==> src/rtl/multdiv_sequencer_pkg.sv <==
// Shared constants and types for the iterative multiply/divide sequencer.
// Holds default widths, FSM state encoding and op-select values.
package multdiv_sequencer_pkg;

  localparam int MD_DATA_W = 32;
  localparam int MD_CNT_W  = 6;

  typedef enum logic [1:0] {
    ST_IDLE = 2'd0,
    ST_RUN  = 2'd1,
    ST_DONE = 2'd2
  } state_t;

  localparam logic OP_MUL = 1'b0;
  localparam logic OP_DIV = 1'b1;

endpackage

==> src/rtl/md_step_unit.sv <==
// One radix-2 iteration on unsigned magnitudes: LSB-first shift-add multiply
// or restoring-subtract divide. {hi, lo} is the shared product/remainder:quotient pair.
module md_step_unit
  import multdiv_sequencer_pkg::*;
#(
  parameter int W = MD_DATA_W
) (
  input  logic         is_div,
  input  logic [W-1:0] hi,
  input  logic [W-1:0] lo,
  input  logic [W-1:0] mag_b,
  output logic [W-1:0] hi_next,
  output logic [W-1:0] lo_next
);

  logic [W:0] mul_sum;
  logic [W:0] div_shift;
  logic [W:0] div_diff;

  always_comb begin
    mul_sum   = lo[0] ? ({1'b0, hi} + {1'b0, mag_b}) : {1'b0, hi};
    div_shift = {hi, lo[W-1]};
    div_diff  = div_shift - {1'b0, mag_b};
    hi_next   = hi;
    lo_next   = lo;
    if (is_div == OP_MUL) begin
      // Carry out of the add becomes the new top bit as the pair shifts right.
      hi_next = mul_sum[W:1];
      lo_next = {mul_sum[0], lo[W-1:1]};
    end else if (!div_diff[W]) begin
      hi_next = div_diff[W-1:0];
      lo_next = {lo[W-2:0], 1'b1};
    end else begin
      hi_next = div_shift[W-1:0];
      lo_next = {lo[W-2:0], 1'b0};
    end
  end

endmodule

==> src/rtl/multdiv_sequencer.sv <==
// Multi-cycle signed multiply/divide sequencer that stalls the front of the
// pipeline while iterating and pulses res_valid for one cycle with the result.
module multdiv_sequencer
  import multdiv_sequencer_pkg::*;
#(
  parameter int DATA_W = MD_DATA_W,
  parameter int CNT_W  = MD_CNT_W
) (
  input  logic              clk,
  input  logic              rst_n,
  input  logic              op_valid,
  input  logic              op_is_div,
  input  logic [DATA_W-1:0] operand_a,
  input  logic [DATA_W-1:0] operand_b,
  input  logic [4:0]        dest_reg,
  input  logic              flush,
  output logic              stall,
  output logic              busy,
  output logic              res_valid,
  output logic [DATA_W-1:0] result,
  output logic [4:0]        res_dest,
  output logic              exception
);

  state_t              state_reg, state_next;
  logic [CNT_W-1:0]    cnt_reg;
  logic                is_div_reg, neg_reg;
  logic [DATA_W-1:0]   hi_reg, lo_reg, mag_b_reg;
  logic [4:0]          tag_reg;
  logic [DATA_W-1:0]   result_reg;
  logic [4:0]          res_dest_reg;
  logic                exception_reg;

  logic [DATA_W-1:0]   hi_step, lo_step;
  logic [DATA_W-1:0]   mag_a, mag_b;
  logic                accept, div_by_zero, last_step;
  logic [2*DATA_W-1:0] prod_signed;
  logic [DATA_W-1:0]   quot_signed, fix_result;
  logic                fix_exception;

  assign accept      = (state_reg == ST_IDLE) && op_valid && !flush;
  assign div_by_zero = (op_is_div == OP_DIV) && (operand_b == '0);
  assign last_step   = (state_reg == ST_RUN) && (cnt_reg == CNT_W'(DATA_W - 1));
  assign mag_a       = operand_a[DATA_W-1] ? -operand_a : operand_a;
  assign mag_b       = operand_b[DATA_W-1] ? -operand_b : operand_b;

  md_step_unit #(.W(DATA_W)) u_step (
    .is_div  (is_div_reg),
    .hi      (hi_reg),
    .lo      (lo_reg),
    .mag_b   (mag_b_reg),
    .hi_next (hi_step),
    .lo_next (lo_step)
  );

  // Sign fix-up on the final step's output so the result is ready when DONE is entered.
  always_comb begin
    prod_signed   = neg_reg ? -{hi_step, lo_step} : {hi_step, lo_step};
    quot_signed   = neg_reg ? -lo_step : lo_step;
    fix_exception = (is_div_reg == OP_MUL) &&
                    (prod_signed[2*DATA_W-1:DATA_W-1] != {(DATA_W+1){prod_signed[DATA_W-1]}});
    fix_result    = (is_div_reg == OP_DIV) ? quot_signed : prod_signed[DATA_W-1:0];
  end

  always_ff @(posedge clk or negedge rst_n) begin
    if (!rst_n) state_reg <= ST_IDLE;
    else        state_reg <= state_next;
  end

  always_comb begin
    state_next = state_reg;
    stall      = 1'b0;
    busy       = (state_reg != ST_IDLE);
    res_valid  = 1'b0;
    case (state_reg)
      ST_IDLE: begin
        if (accept) begin
          stall      = 1'b1;
          state_next = div_by_zero ? ST_DONE : ST_RUN;
        end
      end
      ST_RUN: begin
        stall = 1'b1;
        if (flush)          state_next = ST_IDLE;
        else if (last_step) state_next = ST_DONE;
      end
      ST_DONE: begin
        res_valid  = 1'b1;
        state_next = ST_IDLE;
      end
      default: state_next = ST_IDLE;
    endcase
    // A pending op_valid must not stall the pipeline while reset is held.
    stall = stall & rst_n;
  end

  always_ff @(posedge clk or negedge rst_n) begin
    if (!rst_n) begin
      cnt_reg       <= '0;
      is_div_reg    <= 1'b0;
      neg_reg       <= 1'b0;
      hi_reg        <= '0;
      lo_reg        <= '0;
      mag_b_reg     <= '0;
      tag_reg       <= '0;
      result_reg    <= '0;
      res_dest_reg  <= '0;
      exception_reg <= 1'b0;
    end else if (accept) begin
      cnt_reg    <= '0;
      is_div_reg <= op_is_div;
      neg_reg    <= operand_a[DATA_W-1] ^ operand_b[DATA_W-1];
      hi_reg     <= '0;
      lo_reg     <= mag_a;
      mag_b_reg  <= mag_b;
      tag_reg    <= dest_reg;
      if (div_by_zero) begin
        result_reg    <= '0;
        exception_reg <= 1'b1;
        res_dest_reg  <= dest_reg;
      end
    end else if (state_reg == ST_RUN) begin
      cnt_reg <= cnt_reg + CNT_W'(1);
      hi_reg  <= hi_step;
      lo_reg  <= lo_step;
      if (last_step && !flush) begin
        result_reg    <= fix_result;
        exception_reg <= fix_exception;
        res_dest_reg  <= tag_reg;
      end
    end
  end

  assign result    = result_reg;
  assign res_dest  = res_dest_reg;
  assign exception = exception_reg;

endmodule

==> config.mk <==
export PLATFORM = sky130hd
export DESIGN_NAME = multdiv_sequencer
export DESIGN_NICKNAME = d
export VERILOG_FILES = /design/src/rtl/multdiv_sequencer_pkg.sv /design/src/rtl/md_step_unit.sv /design/src/rtl/multdiv_sequencer.sv
export SDC_FILE = /design/constraint.sdc
export NUM_CORES = 1
export LEC_CHECK = 0
export BUFFER_PORTS_ARGS = -buffer_cell sky130_fd_sc_hd__buf_2
export CORE_MARGIN = 2
export CORE_UTILIZATION = 45
export CTS_CLUSTER_DIAMETER = 200
export DETAILED_ROUTE_END_ITERATION = 6
export GPL_TIMING_DRIVEN = 0
export PLACE_DENSITY = 0.69
export SYNTH_ARGS = -nofsm -noshare
export SYNTH_HDL_FRONTEND = slang
export SYNTH_SLANG_ARGS = --single-unit
export TNS_END_PERCENT = 30
==> constraint.sdc <==
create_clock -name clk -period 16.7 [get_ports clk]
set_input_delay 0.835 -clock clk [delete_from_list [all_inputs] [get_ports clk]]
set_output_delay 0.835 -clock clk [all_outputs]
set_load 0.01 [all_outputs]
==> results.py, run 1 <==
metrics = {
    "final_layout": {
        "drive_gt1_frac": 0.1024,
        "n_fill_cell": 3133,
        "area_growth_pct": 11.82,
        "fin_nets": 2133,
        "antennaDiodeCount": 0,
        "final_util": 0.5115,
    },
    "timing": {
        "maxSlewViolCount": 0,
        "fin_skew_ns": 0.01457,
        "worstMarginPinSlew_ns": 1.329,
        "finalSetupTns_ns": 0,
        "period_share": 0.4847,
        "setup_viol": 0,
        "finalHoldViolCount": 0,
        "fmax_mhz": 123.5,
        "rsz0062_at_grt": "false",
        "slew_headroom": 0.09978,
        "min_period_ns": 8.095,
    },
    "clock_tree": {
        "clkTransAtPathRegs_ns": 0.07,
        "h-tree-depth": 4,
        "hold_buffers": 0,
        "cts_sinks": 149,
        "clock_latency_ns": 0.46,
        "clockBufferDepth": 2,
        "cts_resized": 0,
        "cts_setup_buffers": 0,
        "cts_root_buf": "clkbuf_16",
        "cts_tree": "built",
        "cts_made_buffers": 17,
    },
    "floorplan": {
        "die_area_sq_um": 33520,
        "die_y_microns": 183.1,
        "num_rows": 65,
        "pin_count": 115,
        "coreArea_sq_um": 31560,
        "initial_core_util": 0.4574,
        "fp.dieW_microns": 183.1,
    },
    "detailed_routing": {
        "ant_nets": 0,
        "drt-initial-drc-count": 1493,
        "dr_total_vias": 15670,
        "wl_per_cell_microns": 23.00,
        "viasPerCell": 6.517,
        "dr.pass1.iters": 7,
        "wl_met1_mm": 22.66,
        "wl_met3_mm": 4.584,
        "met2WireLength_mm": 24.34,
        "drc": 25,
        "routed_wl_mm": 55.28,
        "highest_layer": "met4",
    },
    "worst_setup_path": {
        "worstReg2RegStart": "is_div_reg$_DFFE_PN0P_",
        "critPathRequiredTime_ns": 17.02,
        "worst_r2r_endpoint": "exception$_DFFE_PN0P_",
        "slowest_delay_ns": 0.62,
        "rrSetupSlack_ns": 8.61,
        "worstRegToRegCells": 22,
        "worst-path-stages": 22,
        "start_kind": "register",
        "crit_buf_inv": 7,
        "arrival_ns": 8.41,
        "worst-setup-path-type": "reg2reg",
        "crit_fanout": 10,
        "cp_slowest_cell": "a2111oi_2",
        "critPathCaptureType": "register",
        "critical_path.top_delay_family": "buffers and inverters",
        "crit_chain": "buf_2 > buf_2 > clkbuf_1 > clkbuf_1 > clkbuf_1 > buf_2 > buf_1 > mux2i_1 > ha_1 > and3_1 > nand4_1 > nor2_1 > mux2_2 > nand4_1 > o311ai_0 > o21ai_0 > or4_1 > o31ai_1 > mux2_2 > o2111ai_1 > a2111oi_2 > nor2_1",
    },
    "run_status": {
        "failed_checks": "DRC",
        "run_status": "complete, but fails checks",
    },
    "hold_path": {
        "hold_path_class": "in2async",
    },
    "grt": {
        "first_global_vias": 14760,
        "grt_usage": 0.3309,
        "grt_pass1_wl_mm": 85.24,
        "antenna_found_initial": 0,
        "overflow": 0,
        "grt_max_degree": 78,
    },
    "synth": {
        "synthesis.nets": 1998,
        "avgSynthCellArea_sq_um": 7.785,
        "yosys_most_used_dff": "dfrtp_1",
        "synth_largest_area_cell": "dfrtp_1",
        "synth_top_area_frac": 0.2583,
        "yosys_warnings": 0,
        "synth_area_leaders": "dfrtp_1 (26%), o21ai_0 (6.8%), nand2_1 (6.7%)",
        "ys_seq_area_frac": 0.2583,
        "yosys_register_bits": 149,
        "yosys.cell_types.count": 92,
        "synth_edf_count": 0,
        "postSynthCellCount": 1854,
        "syn-cell-area_sq_um": 14430,
        "ys_async_sr_fraction": 1.000,
    },
    "placed_design": {
        "routabilityCongestion": 1.013,
        "dp_hpwl_mm": 43.00,
        "io_buffer_count": 114,
    },
    "power": {
        "power.switching_uw": 1868,
        "p_sw_frac": 0.5616,
        "cellPowerDensity_nw_per_um2": 206.1,
        "seq_power_share": 0.179,
        "pwr-share-clk": 0.116,
        "p_comb_frac": 0.705,
        "ir_drop_mv": 0.09493,
        "leakagePower_uw": 0.006865,
        "internal_power_uw": 1459,
    },
    "flow_run": {
        "cap_violations": 0,
    },
}
==> per-layer routing <==
metal,global-route usage,up-vias
met5,0,-
met4,0.2102,0
met3,0.05381,186
met2,0.5097,853
met1,0.4333,7449
li1,-,7179
==> cell families (layout without fill, tap and decap cells) <==
logic type               after synthesis  after routing  synth area share
flip-flops                           149            149            0.2583
XOR/XNOR                             156            156           0.09466
multiplexers                          57             57           0.04031
AND/OR/NAND/NOR                      650            650            0.2211
adder cells (fa/ha/maj)               70             70           0.06172
buffers and inverters                165            313           0.04447
AO/OA/AOI/OAI                        607            607            0.2794
==> stage by stage <==
stage	power [uW]	hold WS [ns]	std cells	cell area, sq um	setup slack, ns
2_1_floorplan	2157	0.4403	1854	14430	11.37
3_3_place_gp	2828	0.4528	2370	15510	8.770
3_5_place_dp	2852	0.4613	2372	15560	8.872
4_1_cts	3251	0.4059	2404	16130	8.833
5_1_grt	3530	0.4408	2404	16140	8.239
6_report	3327	0.3716	2404	16140	8.605
==> layout make-up <==
cell class | instances | area, sq um | area share
multi-input combinational | 1540 | 10080 | 0.6247
sequential | 149 | 3729 | 0.2310
timing repair buffer | 116 | 611.8 | 0.03791
tap | 402 | 503.0 | 0.03116
clock buffer | 18 | 439.2 | 0.02721
buffer | 99 | 394.1 | 0.02442
inverter | 66 | 247.7 | 0.01535
clock inverter | 14 | 133.9 | 0.008295
==> cells in the final DEF (no fill, tap or decap), drive strengths merged, types with 11 or more instances in the layout <==
cell and instances:
a211oi 22, a21o 30, a21oi 96, a31oi 19, and3 15, and4 11, buf 140, clkbuf 93
dfrtp 149, ha 68, inv 72, mux2i 48, nand2 259, nand2b 17, nand3 72, nand4 28
nor2 92, nor2b 14, nor3 50, nor3b 12, o2111ai 11, o211ai 48, o21a 16, o21ai 204
o31ai 32, o41ai 18, or3 30, or4 16, xnor2 62, xor2 94
==> cell usage after synthesis, types with 12 or more instances <==
| cell type | number |
|---|---|
| nand2_1 | 259 |
| o21ai_0 | 196 |
| dfrtp_1 | 149 |
| a21oi_1 | 96 |
| xor2_1 | 94 |
| nor2_1 | 92 |
| clkbuf_1 | 75 |
| nand3_1 | 72 |
| ha_1 | 68 |
| inv_1 | 64 |
| xnor2_1 | 62 |
| nor3_1 | 49 |
| mux2i_1 | 48 |
| o211ai_1 | 48 |
| o31ai_1 | 32 |
| a21o_1 | 30 |
| or3_1 | 29 |
| nand4_1 | 26 |
| a211oi_1 | 20 |
| a31oi_1 | 19 |
| nand2b_1 | 17 |
| o21a_1 | 16 |
| o41ai_1 | 16 |
| and3_1 | 15 |
| or4_1 | 15 |
| nor2b_1 | 14 |
| buf_2 | 12 |
| nor3b_1 | 12 |
==> how the worst max path moves through the flow <==
stage	start	endpoint	slack [ns]
detailed placement	is_div_reg$_DFFE_PN0P_	exception$_DFFE_PN0P_	8.87
finish	is_div_reg$_DFFE_PN0P_	exception$_DFFE_PN0P_	8.61
CTS	is_div_reg$_DFFE_PN0P_	exception$_DFFE_PN0P_	8.83
global route	is_div_reg$_DFFE_PN0P_	exception$_DFFE_PN0P_	8.24
floorplan	lo_reg[31]$_DFFE_PN0P_	exception$_DFFE_PN0P_	11.37
global placement	lo_reg[31]$_DFFE_PN0P_	exception$_DFFE_PN0P_	8.77
==> power by group through the flow <==
stage | combinational [uW] | sequential [uW] | clock [uW]
finish | 2340 | 595 | 388
global route | 2530 | 602 | 402
CTS | 2270 | 587 | 390
detailed placement | 2260 | 594 | 0
global placement | 2240 | 591 | 0
floorplan | 1620 | 538 | 0
(Power assumes the default switching activity.)
==> inputs of run 2 (changes only) <==
- clock period: 16.7 -> 7.6 ns (I/O delays scaled with it)
==> results.py, run 2 (same netlist as run 1, synthesis figures left out) <==
metrics = {
    "timing": {
        "fin_skew_ns": 0.01637,
        "rsz0062_at_grt": "false",
        "hold_slack_ns": 0.1296,
        "fmax_mhz": 141.4,
        "slew_headroom": 0.1043,
        "maxSlewViolCount": 0,
        "min_period_ns": 7.074,
        "period_share": 0.9307,
        "setup_viol": 0,
        "worstMarginPinSlew_ns": 1.323,
        "finalHoldViolCount": 0,
    },
    "placed_design": {
        "placed_area_sq_um": 15560,
        "dp_hpwl_mm": 43.00,
        "placed_cells": 2372,
        "routabilityCongestion": 1.013,
        "io_buffer_count": 114,
    },
    "worst_setup_path": {
        "critPathRequiredTime_ns": 7.93,
        "critPathCaptureType": "register",
        "arrival_ns": 7.40,
        "rrSetupSlack_ns": 0.53,
        "crit_chain": "buf_2 > buf_2 > clkbuf_1 > clkbuf_2 > clkbuf_2 > buf_2 > mux2i_1 > ha_1 > and3_1 > nand4_1 > nor2_1 > mux2_2 > nand4_1 > o311ai_0 > o21ai_0 > or4_1 > o31ai_1 > mux2_2 > o2111ai_1 > a2111oi_4 > nor2_1",
        "worstRegToRegCells": 21,
        "crit_fanout": 19,
        "slowest_delay_ns": 0.53,
        "crit_buf_inv": 6,
        "cp_slowest_cell": "mux2i_1",
        "worst_r2r_endpoint": "exception$_DFFE_PN0P_",
        "start_kind": "register",
        "worst-setup-path-type": "reg2reg",
        "worstReg2RegStart": "is_div_reg$_DFFE_PN0P_",
        "cp_common_cell": "buf_2",
        "critical_path.top_delay_family": "buffers and inverters",
    },
    "floorplan": {
        "die_area_sq_um": 33520,
        "die_y_microns": 183.1,
        "num_rows": 65,
        "initial_core_util": 0.4574,
        "pin_count": 115,
        "coreArea_sq_um": 31560,
        "fp.dieW_microns": 183.1,
    },
    "clock_tree": {
        "cts_made_buffers": 17,
        "h-tree-depth": 4,
        "clock_latency_ns": 0.46,
        "clkTransAtPathRegs_ns": 0.07,
        "cts_setup_buffers": 0,
        "cts_sinks": 149,
        "cts_root_buf": "clkbuf_16",
        "cts_tree": "built",
        "clockBufferDepth": 2,
    },
    "final_layout": {
        "final_cells": 2404,
        "area_growth_pct": 11.97,
        "final_cell_mix": "nand2_1 (259), o21ai_0 (196), dfrtp_1 (149)",
        "drive_gt1_frac": 0.1034,
        "fin_nets": 2133,
        "fin_area_sq_um": 16160,
        "final_common_cell": "nand2_1",
        "antennaDiodeCount": 0,
    },
    "detailed_routing": {
        "met2WireLength_mm": 24.57,
        "dr.pass1.iters": 6,
        "wl_per_cell_microns": 23.06,
        "wl_met3_mm": 4.565,
        "highest_layer": "met4",
        "dr_total_vias": 15660,
        "drt-initial-drc-count": 1526,
        "ant_nets": 0,
        "viasPerCell": 6.515,
        "routed_wl_mm": 55.43,
        "wl_met1_mm": 22.73,
        "drc": 0,
    },
    "power": {
        "p_comb_frac": 0.705,
        "leakagePower_uw": 0.006875,
        "power.switching_uw": 4114,
        "seq_power_share": 0.179,
        "ir_drop_mv": 0.2102,
        "cellPowerDensity_nw_per_um2": 452.9,
        "pwr-share-clk": 0.117,
        "p_sw_frac": 0.5620,
        "internal_power_uw": 3206,
        "power.total_uw": 7319,
    },
    "run_status": {
        "run_status": "completed",
    },
    "hold_path": {
        "hold_depth": 3,
        "min_to": "tag_reg[3]$_DFFE_PN0P_",
        "worstHoldStart": "dest_reg[3]",
        "hold_path_class": "in2reg",
    },
    "grt": {
        "antenna_found_initial": 0,
        "grt_pass1_wl_mm": 85.22,
        "first_global_vias": 14770,
        "grt_max_degree": 78,
        "grt_usage": 0.3308,
        "overflow": 0,
    },
    "flow_run": {
        "cap_violations": 0,
    },
}
-- run 2: layout make-up --
class | count | area [sq um]
fill | 3128 | 15390
multi-input combinational | 1540 | 10090
sequential | 149 | 3729
timing repair buffer | 117 | 621.8
tap | 402 | 503.0
clock buffer | 18 | 439.2
buffer | 98 | 392.9
inverter | 66 | 247.7
clock inverter | 14 | 133.9
-- run 2: worst max-delay path by stage --
| stage | slack (ns) | start | depth (start not counted) | to |
|---|---|---|---|---|
| after floorplan | 2.27 | lo_reg[31]$_DFFE_PN0P_ | 24 | exception$_DFFE_PN0P_ |
| after global placement | -0.33 | lo_reg[31]$_DFFE_PN0P_ | 24 | exception$_DFFE_PN0P_ |
| after detailed placement | -0.23 | is_div_reg$_DFFE_PN0P_ | 22 | exception$_DFFE_PN0P_ |
| after CTS | 0.34 | is_div_reg$_DFFE_PN0P_ | 21 | exception$_DFFE_PN0P_ |
| after global routing | 0.14 | is_div_reg$_DFFE_PN0P_ | 21 | exception$_DFFE_PN0P_ |
| final | 0.53 | is_div_reg$_DFFE_PN0P_ | 21 | exception$_DFFE_PN0P_ |
-- run 2: per-stage QoR --
stage / utilization / setup WS (ns) / setup TNS [ns]
CTS: 0.5115 / 0.3353 / 0
global route: 0.5122 / 0.1405 / 0
global placement: 0.4914 / -0.3298 / -0.3298
detailed placement: 0.4931 / -0.2276 / -0.2276
floorplan: - / 2.274 / 0
finish: 0.5122 / 0.5264 / 0
-- run 2: power groups by stage --
stage          registers (uW)  logic, uW  clock network [uW]
2_1_floorplan            1180       3560                   0
3_3_place_gp             1300       4920                   0
3_5_place_dp             1300       4960                   0
4_1_cts                  1290       4990                 857
5_1_grt                  1320       5560                 883
6_report                 1310       5160                 853
-- run 2: per-layer routing --
layer | vias to the layer above | track usage
li1 | 7179 | -
met1 | 7503 | 0.4336
met2 | 813 | 0.5085
met3 | 166 | 0.05342
met4 | 0 | 0.2118
met5 | - | 0
-- run 2: tightest hold or removal path: stages --
cell and delay, ns:
buf_2 0.07, nand2_1 0.05, nand2_1 0.05
-- run 2: repair_timing --
action	CTS	global route
hold endpoints to repair	72	0
hold buffers	1	0
resized for setup	1	3
endpoints found under the setup margin	1	1
